File: src/rtl/fp_accumulator.sv
// ============================================================================
// Module   : fp_accumulator
// Purpose  : Sequential float32 accumulator wrapped around an external
//            combinational single-precision adder. It feeds the adder from
//            its own registers (add_a = accumulator, add_b = latched element)
//            and captures the adder result. It reduces one valid/ready packet
//            of float32 elements, terminated by in_last, into a sum and an
//            element count. The result is returned on a valid/ready port.
// Ports    : clk, rst_n (async, active low)
//            in_valid/in_ready/in_data/in_last  - element stream
//            add_a/add_b -> adder, add_result <- adder (combinational)
//            out_valid/out_ready/out_sum/out_count - packet result
//            busy - high in every state except IDLE
// Options  : FP_ACC_ZERO_BYPASS_EN - bypasses the adder when either operand
//            is +/-0, because the adder always inserts the hidden bit.
// Revision : 1.0 - initial release
// ============================================================================
`default_nettype none

module fp_accumulator #(
   parameter int CNT_W = 8
) (
   input  logic             clk,
   input  logic             rst_n,
   input  logic             in_valid,
   output logic             in_ready,
   input  logic [31:0]      in_data,
   input  logic             in_last,
   output logic [31:0]      add_a,
   output logic [31:0]      add_b,
   input  logic [31:0]      add_result,
   output logic             out_valid,
   input  logic             out_ready,
   output logic [31:0]      out_sum,
   output logic [CNT_W-1:0] out_count,
   output logic             busy
);

   localparam logic [1:0] S_IDLE  = 2'd0;
   localparam logic [1:0] S_ACCUM = 2'd1;
   localparam logic [1:0] S_ADD   = 2'd2;
   localparam logic [1:0] S_DONE  = 2'd3;

   localparam logic [CNT_W-1:0] C_CNT_MAX = {CNT_W{1'b1}};

   logic [1:0]       state_q, state_d;
   logic [31:0]      acc_q,   acc_d;
   logic [31:0]      b_q,     b_d;
   logic [CNT_W-1:0] count_q, count_d;
   logic             last_q,  last_d;

   logic             w_accept;
   logic             w_take;
   logic [31:0]      w_sum_sel;

   // ------------------------------------------------------------------------
   // Result selection
   // ------------------------------------------------------------------------
`ifdef FP_ACC_ZERO_BYPASS_EN
   // Sign bit is ignored: +0 and -0 are both treated as zero.
   always_comb begin
      w_sum_sel = add_result;
      if (b_q[30:0] == 31'd0) begin
         w_sum_sel = acc_q;
      end else if (acc_q[30:0] == 31'd0) begin
         w_sum_sel = b_q;
      end
   end
`else
   assign w_sum_sel = add_result;
`endif

   // ------------------------------------------------------------------------
   // State and datapath registers
   // ------------------------------------------------------------------------
   always_ff @(posedge clk or negedge rst_n) begin
      if (!rst_n) begin
         state_q <= S_IDLE;
         acc_q   <= 32'd0;
         b_q     <= 32'd0;
         count_q <= '0;
         last_q  <= 1'b0;
      end else begin
         state_q <= state_d;
         acc_q   <= acc_d;
         b_q     <= b_d;
         count_q <= count_d;
         last_q  <= last_d;
      end
   end

   // ------------------------------------------------------------------------
   // Next-state and datapath update
   // ------------------------------------------------------------------------
   assign w_accept = in_valid && in_ready;
   assign w_take   = out_valid && out_ready;

   always_comb begin
      state_d = state_q;
      acc_d   = acc_q;
      b_d     = b_q;
      count_d = count_q;
      last_d  = last_q;
      case (state_q)
         S_IDLE: begin
            if (w_accept) begin
               acc_d   = in_data;
               count_d = CNT_W'(1);
               last_d  = in_last;
               state_d = in_last ? S_DONE : S_ACCUM;
            end
         end
         S_ACCUM: begin
            if (w_accept) begin
               b_d     = in_data;
               last_d  = in_last;
               state_d = S_ADD;
            end
         end
         S_ADD: begin
            // The adder sees acc_q/b_q this cycle; its result is captured here.
            acc_d = w_sum_sel;
            if (count_q != C_CNT_MAX) begin
               count_d = count_q + CNT_W'(1);
            end
            state_d = last_q ? S_DONE : S_ACCUM;
         end
         default: begin // S_DONE
            if (w_take) begin
               acc_d   = 32'd0;
               b_d     = 32'd0;
               count_d = '0;
               state_d = S_IDLE;
            end
         end
      endcase
   end

   // ------------------------------------------------------------------------
   // Outputs
   // ------------------------------------------------------------------------
   always_comb begin
      // in_ready is forced low while reset is held, independent of state.
      in_ready  = rst_n && ((state_q == S_IDLE) || (state_q == S_ACCUM));
      out_valid = (state_q == S_DONE);
      busy      = (state_q != S_IDLE);
      add_a     = acc_q;
      add_b     = b_q;
      out_sum   = acc_q;
      out_count = count_q;
   end

endmodule

`default_nettype wire

File: config.mk
export PLATFORM = sky130hd
export DESIGN_NAME = fp_accumulator
export DESIGN_NICKNAME = d
export VERILOG_FILES = /design/src/rtl/fp_accumulator.sv
export SDC_FILE = /design/constraint.sdc
export NUM_CORES = 1
export LEC_CHECK = 0
export BUFFER_PORTS_ARGS = -buffer_cell sky130_fd_sc_hd__buf_2
export CAP_MARGIN = 30
export CELL_PAD_IN_SITES_DETAIL_PLACEMENT = 1
export CELL_PAD_IN_SITES_GLOBAL_PLACEMENT = 1
export CORE_UTILIZATION = 31
export DETAILED_ROUTE_END_ITERATION = 16
export PLACE_DENSITY_LB_ADDON = 0.1
export SYNTH_ARGS = -nofsm -noshare
export SYNTH_HDL_FRONTEND = slang
export SYNTH_SLANG_ARGS = --single-unit
File: constraint.sdc
create_clock -name clk -period 1.9 [get_ports clk]
set_input_delay 0.57 -clock clk [delete_from_list [all_inputs] [get_ports clk]]
set_output_delay 0.57 -clock clk [all_outputs]
set_load 0.02 [all_outputs]
==> results.yml <==
floorplanning:
  die_area_um2: 12900
  die_h_um: 113
  core_area_um2: 12100
  core.rowCount: 40
  ios: 176
  start_util_pct: 31.9
  die_w_um: 113
finish:
  area_growth_syn_to_layout_pct: 42.0
  post-route-util_pct: 45.3
  final_cells: 734
  final_cell_mix: "171 x buf_2, 75 x dfrtp_1, 71 x nand2_1"
  final_common_cell: "buf_2"
  layout-drive-gt1-share_pct: 50.8
  finalNetCount: 634
sta:
  finalClockSkew_ns: 0.00232
  maxSlewViolCount: 0
  max-slew-margin-rel_pct: 71.6
  fmax_mhz: 515
  layout_min_cycle_time_ns: 1.94
  hold_viol: 0
  setup_ws_ns: -0.0404
  fin_crit_sh_pct: 102
  rsz0062_at_grt: "yes"
  finalSetupViolations: 2
  tightest_slew_ns: 0.425
global_routing:
  grt_max_degree: 67
  grt_pass1_wl_um: 18600
  grt_use_total_pct: 19.1
  grt_overflow: 0
  first_global_vias: 3444
  antenna_found_initial: 1
drt:
  vias: 3453
  ant_nets: 0
  viasPerCell: 4.70
  drtIter0Drc: 88
  drcViolationCount: 0
  drt_first_pass_iters: 4
  wirelength_um: 12200
  post_drt_wl_per_cell_um: 16.6
synth:
  ys_warn_count: 0
  synthArstFlopShare_pct: 100
  synth_cells: 395
  synth_cell_types: 37
  synth_edf_count: 0
  avgSynthCellArea_um2: 9.74
  yosysSeqAreaShare_pct: 48.8
  synth_area_um2: 3850
  ys.flop_type: "dfrtp_1"
  syn_nets: 469
  synth-seq-cells: 75
pwr:
  powerDensity_nw_per_um2: 2180
  pwr-share-seq_pct: 24.3
  p_leak_nw: 2.68
  swShare_pct: 46.7
  combinationalPowerShare_pct: 61.7
  p_clk_share_pct: 14.0
  total_power_mw: 11.9
  ir_worst_vdd_v: 0.000690
  p_int_mw: 6.34
  power.switching_mw: 5.56
cts:
  cts_tree: "done"
  clk_latency_ns: 0.33
  cts_made_buffers: 9
  root_buffer: "clkbuf_16"
  clk_pin_slew_ns: 0.06
  cts-htree-levels: 3
  hold_buffers: 0
  cts_sinks: 75
  clockBufferDepth: 2
placement:
  place.gp.congestion: 0.770
  post-dp-hpwl_um: 8370
  dp.cells: 699
  numPortBuffers: 175
flow_run:
  drv_cap: 0
worst_setup_path:
  cp.required_ns: 1.33
  start_kind: "register"
  reg2reg_depth: 9
  path_class: "register to output port"
  arrival_ns: 1.37
  critical_path.endpoint_type: "output port"
  worstPathMaxFanout: 3
  ff2ff_setup_slack_ns: -0.02
  r2r_start: "state_q[0]"
  worstReg2RegEnd: "out_count[3]"
status:
  status: "finished with violations"
  violations: "setup timing"
worst_hold_path:
  hold_class: "primary input to async pin"
## cell families after synthesis
| group | count (synthesis) | share of synthesized area [%] |
|---|---|---|
| buffers and inverters | 65 | 11.0 |
| AND/OR/NAND/NOR | 153 | 15.7 |
| AO/OA/AOI/OAI | 95 | 22.3 |
| flip-flops | 75 | 48.8 |
| multiplexers | 2 | 0.553 |
| adder cells (fa/ha/maj) | 5 | 1.63 |
## metrics by stage
| step | hold slack (ns) | instance area [um2] | worst slack, ns | setup TNS [ns] |
|---|---|---|---|---|
| 2_1_floorplan | 0.274 | 3850 | 0.0331 | 0 |
| 3_3_place_gp | 0.459 | 4730 | 0.0508 | 0 |
| 3_5_place_dp | 0.465 | 4760 | -0.00244 | -0.00244 |
| 4_1_cts | 0.137 | 5150 | -0.0339 | -0.0339 |
| 5_1_grt | 0.143 | 5460 | -0.106 | -1.04 |
| 6_report | 0.151 | 5460 | -0.0404 | -0.0578 |
## worst max-delay path by stage
stage | cells past startpoint | slack, ns | start | to
5_1_grt | 9 | -0.11 | state_q[0] | out_count[3]
3_3_place_gp | 7 | 0.05 | rst_n | out_count[3]
3_5_place_dp | 7 | -0.002 | rst_n | out_count[3]
2_1_floorplan | 5 | 0.03 | state_q[0] | busy
6_report | 4 | -0.04 | state_q[0] | in_ready
4_1_cts | 4 | -0.03 | state_q[0] | in_ready
## cell usage after synthesis, types with 2 or more instances
cell type | number | share of area [%]
a221oi_1 | 4 | 0.91
inv_1 | 6 | 0.59
o21a_1 | 2 | 0.39
o31ai_1 | 2 | 0.39
a221oi_2 | 29 | 11
buf_6 | 7 | 2.0
o21ai_0 | 36 | 4.7
clkbuf_1 | 14 | 1.4
a21oi_1 | 9 | 1.2
nand3_1 | 4 | 0.52
buf_2 | 6 | 0.78
ha_1 | 5 | 1.6
nor2_1 | 68 | 6.6
buf_4 | 32 | 6.2
dfrtp_1 | 75 | 49
and3_1 | 3 | 0.49
nand2_1 | 73 | 7.1
## power groups by stage
| stage | Clock (mW) | Combinational [mW] | Sequential (mW) |
|---|---|---|---|
| 2_1_floorplan | 0 | 3.70 | 3.79 |
| 3_3_place_gp | 0 | 6.14 | 2.86 |
| 3_5_place_dp | 0 | 6.27 | 2.92 |
| 4_1_cts | 1.72 | 6.51 | 2.90 |
| 5_1_grt | 1.78 | 7.91 | 3.02 |
| 6_report | 1.66 | 7.34 | 2.89 |
## layout make-up
| type | count | area (um2) |
|---|---|---|
| diodes | 1 | 2.50 |
| clock buffers | 15 | 288 |
| clock inverters | 1 | 5.00 |
| fillers | 1427 | 6600 |
| inverters | 6 | 25.0 |
| multi-input cells | 255 | 1690 |
| flip-flops and latches | 75 | 1880 |
| well taps | 168 | 210 |
| repair buffers | 213 | 1370 |
## critical path, cell delays in order (launching register included)
cell and delay, ns:
dfrtp_1 0.41, buf_6 0.13, ha_4 0.15, o21a_1 0.21, buf_6 0.14
## per-layer routing
metal	track usage, %	vias up	routed length [um]
met5	0	-	0
met4	9.04	0	327
met3	3.45	20	507
met2	33.6	98	6170
met1	22.8	1667	5170
li1	-	1668	-
## timing repair
action / CTS / global route
pin swaps: 3 / 3
endpoints found under the setup margin: 2 / 45
cloned: 0 / 2
gates resized for setup: 11 / 43
buffers inserted: 7 / 9
## flip-flops by register name, indices dropped and copies added, names as in the netlist
| register | count |
|---|---|
| add_a | 32 |
| last_q | 1 |
| add_b | 32 |
| out_count | 8 |
| state_q | 2 |
No activity file was read; power rests on OpenSTA's default activity.
